`config.mk`:
```
export PLATFORM = sky130hd
export DESIGN_NAME = fetch_stage_ctrl
export DESIGN_NICKNAME = d
export VERILOG_FILES = /design/src/rtl/fetch_stage_ctrl.sv
export SDC_FILE = /design/constraint.sdc
export NUM_CORES = 1
export LEC_CHECK = 0
export ABC_AREA = 1
export ABC_CLOCK_PERIOD_IN_PS = 3480
export CAP_MARGIN = 30
export CORE_MARGIN = 3
export CORE_UTILIZATION = 30
export DETAILED_ROUTE_END_ITERATION = 7
export GPL_TIMING_DRIVEN = 0
export PLACE_DENSITY = 0.65
export REMOVE_ABC_BUFFERS = 1
export SLEW_MARGIN = 30
export SYNTH_ARGS = -nofsm -noshare
export SYNTH_HDL_FRONTEND = slang
export SYNTH_SLANG_ARGS = --single-unit
```
`constraint.sdc`:
```
create_clock -name clk -period 3.48 [get_ports clk]
set_clock_uncertainty 0.05 [all_clocks]
set_input_delay 1.044 -clock clk [delete_from_list [all_inputs] [get_ports clk]]
set_output_delay 1.044 -clock clk [all_outputs]
set_load 0.01 [all_outputs]
```
`src/rtl/fetch_stage_ctrl.sv`:
```
// Fetch stage control: owns the PC and IF/ID register, applies hold/flush/redirect and a stall watchdog.
// Optional stall performance counter enabled by defining FETCH_PERF_CNT_EN.
module fetch_stage_ctrl #(
  parameter int unsigned     PC_W      = 32,
  parameter int unsigned     INSTR_W   = 32,
  parameter logic [PC_W-1:0] PC_RESET  = 32'h0000_0000,
  parameter logic [INSTR_W-1:0] NOP_INSTR = 32'h0000_0013,
  parameter int unsigned     MAX_STALL = 8
) (
  input  logic               clk,
  input  logic               arst_n,
  input  logic               enable,
  input  logic               hold_pc,
  input  logic               hold_if_id,
  input  logic               flush,
  input  logic [PC_W-1:0]    redirect_pc,
  input  logic [INSTR_W-1:0] imem_rdata,
  output logic [PC_W-1:0]    imem_addr,
  output logic [PC_W-1:0]    pc_IF_ID,
  output logic [INSTR_W-1:0] instruction_IF_ID,
  output logic               valid_IF_ID,
  output logic               stall_err,
  output logic [31:0]        perf_stall_cnt
);

  localparam logic [1:0] ST_BOOT  = 2'd0;
  localparam logic [1:0] ST_RUN   = 2'd1;
  localparam logic [1:0] ST_STALL = 2'd2;

  localparam int unsigned     CNT_W   = $clog2(MAX_STALL + 1);
  localparam logic [CNT_W-1:0] MAX_CNT = CNT_W'(MAX_STALL);

  logic [1:0]         state_r,      state_next_s;
  logic [PC_W-1:0]    pc_r,         pc_next_s;
  logic [PC_W-1:0]    ifid_pc_r,    ifid_pc_next_s;
  logic [INSTR_W-1:0] ifid_instr_r, ifid_instr_next_s;
  logic               ifid_valid_r, ifid_valid_next_s;
  logic [CNT_W-1:0]   run_cnt_r,    run_cnt_next_s;
  logic               stall_err_r,  stall_err_next_s;

  // Next-state decode: enable gates everything, then flush > holds > normal fetch.
  always_comb begin
    state_next_s      = state_r;
    pc_next_s         = pc_r;
    ifid_pc_next_s    = ifid_pc_r;
    ifid_instr_next_s = ifid_instr_r;
    ifid_valid_next_s = ifid_valid_r;
    run_cnt_next_s    = run_cnt_r;
    stall_err_next_s  = stall_err_r;
    if (enable) begin
      case (state_r)
        ST_BOOT: begin
          ifid_instr_next_s = NOP_INSTR;
          ifid_pc_next_s    = {PC_W{1'b0}};
          ifid_valid_next_s = 1'b0;
          run_cnt_next_s    = {CNT_W{1'b0}};
          state_next_s      = ST_RUN;
        end
        ST_RUN, ST_STALL: begin
          if (flush) begin
            pc_next_s         = redirect_pc;
            ifid_instr_next_s = NOP_INSTR;
            ifid_pc_next_s    = {PC_W{1'b0}};
            ifid_valid_next_s = 1'b0;
            run_cnt_next_s    = {CNT_W{1'b0}};
            state_next_s      = ST_RUN;
          end else if (hold_pc || hold_if_id) begin
            if (hold_pc) begin
              pc_next_s = pc_r;
            end else begin
              pc_next_s = pc_r + PC_W'(4);
            end
            if (hold_if_id) begin
              ifid_instr_next_s = ifid_instr_r;
              ifid_pc_next_s    = ifid_pc_r;
              ifid_valid_next_s = ifid_valid_r;
            end else begin
              ifid_instr_next_s = imem_rdata;
              ifid_pc_next_s    = pc_r;
              ifid_valid_next_s = 1'b1;
            end
            if (run_cnt_r < MAX_CNT) begin
              run_cnt_next_s = run_cnt_r + CNT_W'(1);
            end else begin
              run_cnt_next_s = MAX_CNT;
            end
            // Sticky: the edge that brings the run to its limit raises the flag.
            if (run_cnt_next_s == MAX_CNT) begin
              stall_err_next_s = 1'b1;
            end else begin
              stall_err_next_s = stall_err_r;
            end
            state_next_s = ST_STALL;
          end else begin
            pc_next_s         = pc_r + PC_W'(4);
            ifid_instr_next_s = imem_rdata;
            ifid_pc_next_s    = pc_r;
            ifid_valid_next_s = 1'b1;
            run_cnt_next_s    = {CNT_W{1'b0}};
            state_next_s      = ST_RUN;
          end
        end
        default: begin
          pc_next_s         = PC_RESET;
          ifid_instr_next_s = NOP_INSTR;
          ifid_pc_next_s    = {PC_W{1'b0}};
          ifid_valid_next_s = 1'b0;
          run_cnt_next_s    = {CNT_W{1'b0}};
          state_next_s      = ST_BOOT;
        end
      endcase
    end else begin
      state_next_s = state_r;
    end
  end

  // State, PC, IF/ID and watchdog registers.
  always_ff @(posedge clk or negedge arst_n) begin
    if (!arst_n) begin
      state_r      <= ST_BOOT;
      pc_r         <= PC_RESET;
      ifid_pc_r    <= {PC_W{1'b0}};
      ifid_instr_r <= NOP_INSTR;
      ifid_valid_r <= 1'b0;
      run_cnt_r    <= {CNT_W{1'b0}};
      stall_err_r  <= 1'b0;
    end else begin
      state_r      <= state_next_s;
      pc_r         <= pc_next_s;
      ifid_pc_r    <= ifid_pc_next_s;
      ifid_instr_r <= ifid_instr_next_s;
      ifid_valid_r <= ifid_valid_next_s;
      run_cnt_r    <= run_cnt_next_s;
      stall_err_r  <= stall_err_next_s;
    end
  end

  assign imem_addr         = pc_r;
  assign pc_IF_ID          = ifid_pc_r;
  assign instruction_IF_ID = ifid_instr_r;
  assign valid_IF_ID       = ifid_valid_r;
  assign stall_err         = stall_err_r;

`ifdef FETCH_PERF_CNT_EN
  logic [31:0] perf_cnt_r;

  // Saturating count of enabled PC-hold cycles outside BOOT; flush cycles excluded.
  always_ff @(posedge clk or negedge arst_n) begin
    if (!arst_n) begin
      perf_cnt_r <= 32'd0;
    end else if (enable && (state_r != ST_BOOT) && hold_pc && !flush &&
                 (perf_cnt_r != 32'hFFFF_FFFF)) begin
      perf_cnt_r <= perf_cnt_r + 32'd1;
    end else begin
      perf_cnt_r <= perf_cnt_r;
    end
  end

  assign perf_stall_cnt = perf_cnt_r;
`else
  assign perf_stall_cnt = 32'd0;
`endif

endmodule

```
==> results of run 1 <==
## what timing repair did
item,4_1_cts,5_1_grt
pin swaps,1,0
setup endpoints to repair,80,1
gates cloned,1,0
gates resized for setup,5,3
## critical path, cell delays in order
cell and delay, ns:
sky130_fd_sc_hd__clkdlybuf4s15_1 0.41, sky130_fd_sc_hd__bufinv_8 0.49, sky130_fd_sc_hd__nand2_4 0.18, sky130_fd_sc_hd__inv_2 0.12
sky130_fd_sc_hd__nand2_2 0.09, sky130_fd_sc_hd__nand2_8 0.36, sky130_fd_sc_hd__nor2_8 0.16, sky130_fd_sc_hd__inv_6 0.36
sky130_fd_sc_hd__o21ai_0 0.15
## power groups by stage
stage / Clock, mW / Sequential, mW / Combinational [mW]
after floorplan: 0 / 2.04 / 0.917
after global routing: 1.16 / 2.01 / 2.42
after CTS: 1.12 / 1.94 / 2.23
final: 1.09 / 1.94 / 2.19
after detailed placement: 0 / 1.96 / 2.21
after global placement: 0 / 1.95 / 2.18
## registers in the layout (all words and copies together) (netlist names)
signal,flops
imem_addr,32
instruction_IF_ID,32
pc_IF_ID,32
run_cnt_r,4
state_r,2
stall_err,1
valid_IF_ID,1
## how the worst min path moves through the flow
stage	depth (start not counted)	slack, ns	startpoint	end
after global placement	2	0.40	stall_err$_DFFE_PN0P_	stall_err$_DFFE_PN0P_
final	2	0.43	pc_IF_ID[25]$_DFFE_PN0P_	pc_IF_ID[25]$_DFFE_PN0P_
after detailed placement	2	0.42	pc_IF_ID[3]$_DFFE_PN0P_	pc_IF_ID[3]$_DFFE_PN0P_
after CTS	2	0.43	pc_IF_ID[25]$_DFFE_PN0P_	pc_IF_ID[25]$_DFFE_PN0P_
after floorplan	2	0.45	stall_err$_DFFE_PN0P_	stall_err$_DFFE_PN0P_
after global routing	2	0.46	pc_IF_ID[2]$_DFFE_PN0P_	pc_IF_ID[2]$_DFFE_PN0P_
## synth_stat cells, drive strengths merged, types with 4 or more instances
cell type,number
nor2,99
buf,52
inv,56
ha,4
dfrtp,101
nand3,39
o21ai,68
nand2,174
xor2,7
a22o,30
## cell type report
| cell class | instances | share of cell area |
|---|---|---|
| clock buffer | 9 | 0.0299 |
| clock inverter | 7 | 0.0121 |
| inverter | 56 | 0.0304 |
| multi-input combinational | 471 | 0.318 |
| sequential | 104 | 0.346 |
| tap | 225 | 0.0374 |
| timing repair buffer | 168 | 0.226 |
## kinds of logic (layout without fill, tap and decap cells)
| group | count (synthesis) | in the layout | synth area share |
|---|---|---|---|
| simple gates | 316 | 317 | 0.243 |
| compound gates | 109 | 109 | 0.145 |
| flops | 104 | 104 | 0.477 |
| xor+xnor | 8 | 8 | 0.0128 |
| mux | 1 | 1 | 0.00183 |
| buf+inv | 111 | 240 | 0.111 |
| fa+ha+maj | 4 | 4 | 0.00915 |
| other cells | 1 | 32 | 0.000686 |
## placed cells by master (no fill, tap or decap), types with 2 or more instances in the layout
cell and n:
sky130_fd_sc_hd__nor2_2 2, sky130_fd_sc_hd__nand3_1 39, sky130_fd_sc_hd__xor2_1 7, sky130_fd_sc_hd__o21ai_2 29
sky130_fd_sc_hd__nand2_2 2, sky130_fd_sc_hd__nor2_4 5, sky130_fd_sc_hd__nor2_1 92, sky130_fd_sc_hd__conb_1 32
sky130_fd_sc_hd__a21oi_1 2, sky130_fd_sc_hd__o22a_1 3, sky130_fd_sc_hd__nand2_4 3, sky130_fd_sc_hd__a22o_1 30
sky130_fd_sc_hd__dfstp_2 3, sky130_fd_sc_hd__inv_1 52, sky130_fd_sc_hd__ha_1 4, sky130_fd_sc_hd__o22ai_1 3
sky130_fd_sc_hd__o21ai_0 38, sky130_fd_sc_hd__nand2_1 168, sky130_fd_sc_hd__and2_1 2, sky130_fd_sc_hd__clkbuf_16 9
sky130_fd_sc_hd__nand4_1 2, sky130_fd_sc_hd__inv_6 2, sky130_fd_sc_hd__inv_2 2, sky130_fd_sc_hd__clkdlybuf4s50_1 165
sky130_fd_sc_hd__dfrtp_1 101, sky130_fd_sc_hd__clkinv_4 2
## stage by stage
step           hold slack [ns]  total power [mW]  instances  cell area [um^2]
6_report                 0.433              5.22       1040              7530
2_1_floorplan            0.450              2.96        630              5190
5_1_grt                  0.458              5.58       1040              7530
3_5_place_dp             0.416              4.16       1023              7180
4_1_cts                  0.435              5.29       1040              7520
3_3_place_gp             0.398              4.13       1022              7140
## per-layer routing
layer,vias up,wire (um)
met5,-,0
met4,0,314
met3,18,685
met2,106,7880
met1,2182,7360
li1,2364,-
==> impl_metrics.csv, run 1 <==
group,metric,value,unit
placed_design,io_buffer_count,167,
cells_and_area,fin_util,0.428,
detailed_routing,final_antenna_net_count,0,
power,comb_power_share,0.420,
logic_synthesis,syn-cell-area,5470,um^2
logic_synthesis,post_synth_num_cell_types,35,
power,leakage_power_total,3.31,nW
logic_synthesis,syn_avg_cell_area,8.36,um^2
cts,post_cts_hold_buffer_count,0,
cts,ctsLongestPathBuffers,2,
critical_path,cp.arrival,3.41,ns
global_route,number_of_antenna_violations_at_the_first_check_in_global_routing,0,
cts,clock_sinks,104,
power,switchingPower,2.05,mW
logic_synthesis,async_flop_share,1.00,
placed_design,detailedPlace.worstSlack,-1.21,ns
logic_synthesis,ys_warn_count,0,
min_path,holdCritPathClass,"flop to flop",
logic_synthesis,yosysSeqAreaShare,0.477,
timing,timing.final.max_slew_violations,0,
power,power.density_cell_area,693,nW/um^2
timing,timing.final.ws_setup,0.241,ns
cts,cts_tree,"yes",
cells_and_area,final.fill_count,1756,
timing,maxSlewHeadroom,0.587,
timing,maxClockFrequency,309,MHz
critical_path,rr_worst_depth,9,
critical_path,worstPathRequired,3.65,ns
critical_path,startpoint,"flush",
logic_synthesis,synth.ff_latch_count,104,
cells_and_area,syn2layout_area_growth,37.7,%
timing,grt_setup_unrepaired,"false",
timing,setup_viol_count_final,0,
placed_design,hpwlAfterDp,11600,um
timing,finalHoldViolCount,0,
detailed_routing,drtIter0Drc,342,
detailed_routing,routed-via-count,4670,
floorplan,die-width,141,um
floorplan,die_h,141,um
timing,layout_worst_path_cycle_share,0.931,
global_route,grt_overflow_total,0,
global_route,use_met3,0.0275,
cts,cts_setup_buffers,0,
logic_synthesis,synthesis.instances,654,
global_route,gr-max-usage-layer,"met2",
critical_path,critical_path_maximum_fanout,65,
detailed_routing,detail_route.wl_per_cell,15.6,um
timing,transition_time_at_the_pin_with_the_least_slew_margin,0.619,ns
critical_path,crit_end,"pc_IF_ID[31]$_DFFE_PN0P_",
cts,deepest_level_of_the_cts_h_tree,3,
cts,numCtsBuffers,9,
power,power.share.clock,0.209,
floorplan,placementRows,48,
placed_design,gpl.final_weighted_congestion,0.805,
run,maxCapViolCount,0,
cells_and_area,antennaDiodeCount,0,
power,internal_power,3.17,mW
cells_and_area,multiInputGateArea,2390,um^2
detailed_routing,dr.pass1.iters,4,
logic_synthesis,post_synth_main_area_contributors,"sky130_fd_sc_hd__dfrtp_1, sky130_fd_sc_hd__nand2_1, sky130_fd_sc_hd__nor2_1",
floorplan,top_level_ports,200,
critical_path,crit_path_end_kind,"flop",
critical_path,critical_path.startpoint_type,"input pin",
logic_synthesis,synth_ff_type,"sky130_fd_sc_hd__dfrtp_1",
cts,cts.root.buffer_cell,"sky130_fd_sc_hd__clkbuf_16",
timing,layout_min_cycle_time,3.24,ns
detailed_routing,route.detailed.drc,0,
floorplan,core-area,17600,um^2
critical_path,timing.rr.start,"state_r[0]$_DFFE_PN0P_",
detailed_routing,detailed_route_wire_length,16200,um
cts,cts.clk_slew.worst_paths,0.07,ns
global_route,overall_track_demand_over_capacity_in_global_routing,0.163,
cells_and_area,layout.nets,884,
critical_path,timing_worst_setup_path_type,"input pin to flop",
logic_synthesis,synth_largest_type_area_fraction,0.462,
logic_synthesis,synth_largest_area_cell,"sky130_fd_sc_hd__dfrtp_1",
timing,fin_tns_setup,0,ns
critical_path,worst_setup_slack_for_register_to_register_paths,0.99,ns
floorplan,dieArea,19900,um^2
global_route,grt_pass1_wl,25600,um
power,peakVddDrop,0.249,mV
global_route,largest_net_degree_at_the_start_of_global_routing,67,
floorplan,initial_core_utilization,0.311,
power,p_sw_frac,0.392,
global_route,vias_in_the_first_global_route,4654,
detailed_routing,via_per_inst,4.49,
status,run_status,"complete, no violations",
cells_and_area,layout-drive-gt1-share,0.0834,
logic_synthesis,synth_enable_flop_cells,0,
cells_and_area,regArea,2610,um^2
power,sequential_power_share,0.371,
global_route,use_met1,0.217,
global_route,gr_met2_demand_resource,0.267,
cts,clock_latency_late_sink,0.36,ns
critical_path,worstReg2RegEnd,"pc_IF_ID[31]$_DFFE_PN0P_",
No activity file was read; power rests on OpenSTA's default activity.
==> inputs of run 2 (changes only) <==
--- a/config.mk
+++ b/config.mk
@@ -5,7 +5,6 @@
 export SDC_FILE = /design/constraint.sdc
 export NUM_CORES = 1
 export LEC_CHECK = 0
-export ABC_AREA = 1
 export ABC_CLOCK_PERIOD_IN_PS = 3480
 export CAP_MARGIN = 30
 export CORE_MARGIN = 3
@@ -14,6 +13,7 @@
 export GPL_TIMING_DRIVEN = 0
 export PLACE_DENSITY = 0.65
 export REMOVE_ABC_BUFFERS = 1
+export SKIP_CTS_REPAIR_TIMING = 1
 export SLEW_MARGIN = 30
 export SYNTH_ARGS = -nofsm -noshare
 export SYNTH_HDL_FRONTEND = slang
==> impl_metrics.csv, run 2 <==
group,metric,value,unit
status,run_status,"complete, no violations",
logic_synthesis,synth_ff_type,"sky130_fd_sc_hd__dfrtp_1",
cts,ctsLongestPathBuffers,2,
cells_and_area,fin_util,0.427,
timing,setup_viol_count_final,0,
logic_synthesis,syn-cell-area,5310,um^2
cts,clock_latency_late_sink,0.36,ns
floorplan,top_level_ports,200,
timing,layout_worst_path_cycle_share,0.864,
timing,timing.final.max_slew_violations,0,
logic_synthesis,most_frequent_cell_after_synthesis,"sky130_fd_sc_hd__nand2_1",
logic_synthesis,post_synth_main_area_contributors,"sky130_fd_sc_hd__dfrtp_1, sky130_fd_sc_hd__nand2_1, sky130_fd_sc_hd__nand3_1",
logic_synthesis,synth_enable_flop_cells,0,
cells_and_area,layout.nets,824,
logic_synthesis,synthesis.instances,608,
placed_design,io_buffer_count,167,
critical_path,timing_worst_setup_path_type,"input pin to flop",
placed_design,hpwlAfterDp,11300,um
cells_and_area,final.fill_count,1765,
timing,maxClockFrequency,333,MHz
cells_and_area,multiInputGateArea,2370,um^2
critical_path,worstReg2RegEnd,"imem_addr[7]$_DFFE_PN0P_",
run,maxCapViolCount,0,
logic_synthesis,async_flop_share,1.00,
timing,layout_min_cycle_time,3.01,ns
logic_synthesis,synth.cells.most_frequent,"sky130_fd_sc_hd__nand2_1, sky130_fd_sc_hd__dfrtp_1, sky130_fd_sc_hd__nand3_1",
logic_synthesis,synth.ff_latch_count,104,
global_route,grt_pass1_wl,26000,um
detailed_routing,via_per_inst,4.82,
global_route,vias_in_the_first_global_route,4546,
floorplan,initial_core_utilization,0.307,
critical_path,timing.rr.start,"state_r[1]$_DFFE_PN0P_",
timing,maxSlewHeadroom,0.476,
detailed_routing,dr.pass1.iters,5,
cells_and_area,layout-drive-gt1-share,0.0543,
detailed_routing,detail_route.wl_per_cell,16.4,um
floorplan,core-area,17300,um^2
timing,fin_worst_hold_slack,0.405,ns
logic_synthesis,ys_warn_count,0,
floorplan,die_h,139,um
floorplan,placementRows,48,
cts,cts.root.buffer_cell,"sky130_fd_sc_hd__clkbuf_16",
critical_path,worstPathRequired,3.71,ns
detailed_routing,routed-via-count,4721,
logic_synthesis,synth_largest_area_cell,"sky130_fd_sc_hd__dfrtp_1",
floorplan,dieArea,19300,um^2
critical_path,critical_path.startpoint_type,"input pin",
cells_and_area,regArea,2610,um^2
timing,grt_setup_unrepaired,"false",
min_path,holdCritPathClass,"flop to flop",
floorplan,die-width,139,um
critical_path,crit_path_end_kind,"flop",
cts,numCtsBuffers,9,
logic_synthesis,syn_avg_cell_area,8.74,um^2
global_route,overall_track_demand_over_capacity_in_global_routing,0.167,
timing,transition_time_at_the_pin_with_the_least_slew_margin,0.784,ns
cells_and_area,antennaDiodeCount,0,
placed_design,gpl.final_weighted_congestion,0.794,
detailed_routing,detailed_route_wire_length,16000,um
min_path,holdPathStages,2,
critical_path,cp.arrival,3.24,ns
detailed_routing,final_antenna_net_count,0,
timing,finalHoldViolCount,0,
min_path,worst_hold_path.endpoint,"instruction_IF_ID[1]$_DFFE_PN1P_",
global_route,grt_overflow_total,0,
critical_path,worst_setup_slack_for_register_to_register_paths,0.54,ns
power,peakVddDrop,0.403,mV
cells_and_area,syn2layout_area_growth,38.9,%
cells_and_area,most-common-layout-cells,"sky130_fd_sc_hd__clkdlybuf4s50_1, sky130_fd_sc_hd__nand2_1, sky130_fd_sc_hd__dfrtp_1",
cts,clock_sinks,104,
logic_synthesis,yosysSeqAreaShare,0.491,
detailed_routing,route.detailed.drc,0,
power,power.density_cell_area,702,nW/um^2
logic_synthesis,post_synth_num_cell_types,54,
global_route,largest_net_degree_at_the_start_of_global_routing,65,
cts,cts_tree,"yes",
cts,cts.clk_slew.worst_paths,0.08,ns
power,leakage_power_total,3.33,nW
min_path,min-delay-start,"instruction_IF_ID[1]$_DFFE_PN1P_",
logic_synthesis,synth_largest_type_area_fraction,0.476,
critical_path,critical_path_maximum_fanout,10,
critical_path,rr_worst_depth,7,
cells_and_area,mostFrequentLayoutCell,"sky130_fd_sc_hd__clkdlybuf4s50_1",
detailed_routing,drtIter0Drc,154,
global_route,number_of_antenna_violations_at_the_first_check_in_global_routing,0,
cts,deepest_level_of_the_cts_h_tree,3,
power,report.power.total,5.18,mW
-- run 2: kinds of logic after synthesis --
group           after synthesis  synth area share
simple gates                306             0.266
flops                       104             0.491
compound gates               97             0.118
buf+inv                      82            0.0907
xor+xnor                     10            0.0165
fa+ha+maj                     4           0.00942
mux                           4           0.00777
other cells                   1          0.000706
-- run 2: cell type report --
cell class	count	area share
Clock buffer	9	0.0305
Clock inverter	7	0.00865
Inverter	10	0.00509
Multi-Input combinational cell	453	0.321
Sequential cell	104	0.353
Tap cell	225	0.0382
Timing Repair Buffer	172	0.243
-- run 2: worst max path at each step --
stage / end / depth (start not counted) / start
floorplan: valid_IF_ID$_DFFE_PN0P_ / 4 / flush
global placement: pc_IF_ID[10]$_DFFE_PN0P_ / 6 / flush
detailed placement: imem_addr[16]$_DFFE_PN0P_ / 5 / enable
CTS: imem_addr[18]$_DFFE_PN0P_ / 5 / enable
global route: imem_addr[7]$_DFFE_PN0P_ / 7 / state_r[1]$_DFFE_PN0P_
finish: imem_addr[16]$_DFFE_PN0P_ / 5 / enable
-- run 2: per-stage QoR --
step,setup slack [ns],std cells,setup TNS (ns),area (um^2)
2_1_floorplan,-1.36,567,-112.05,4980
3_3_place_gp,-5.37,959,-815.97,6940
3_5_place_dp,0.139,964,0,7090
4_1_cts,0.492,980,0,7380
5_1_grt,0.294,980,0,7380
6_report,0.474,980,0,7380
-- run 2: power by group --
| group | leakage [nW] | total [mW] | switching [mW] | internal (mW) |
|---|---|---|---|---|
| clock | 0.136 | 1.01 | 0.508 | 0.501 |
| sequential | 1.39 | 2.02 | 0.437 | 1.59 |
| combinational | 1.81 | 2.15 | 1.07 | 1.07 |
-- run 2: critical path: stages --
cell and delay, ns:
sky130_fd_sc_hd__clkdlybuf4s50_1 0.80, sky130_fd_sc_hd__nand2b_4 0.19, sky130_fd_sc_hd__a211oi_2 0.71, sky130_fd_sc_hd__o21ai_0 0.29
sky130_fd_sc_hd__o21ai_0 0.21
-- run 2: per-layer routing --
metal / wire (um) / track usage / vias up / part of all wire
met5: 0 / 0 / - / 0
met4: 195 / 0.0417 / 0 / 0.012
met3: 936 / 0.0459 / 14 / 0.058
met2: 7580 / 0.264 / 158 / 0.47
met1: 7330 / 0.230 / 2234 / 0.46
li1: - / - / 2315 / -
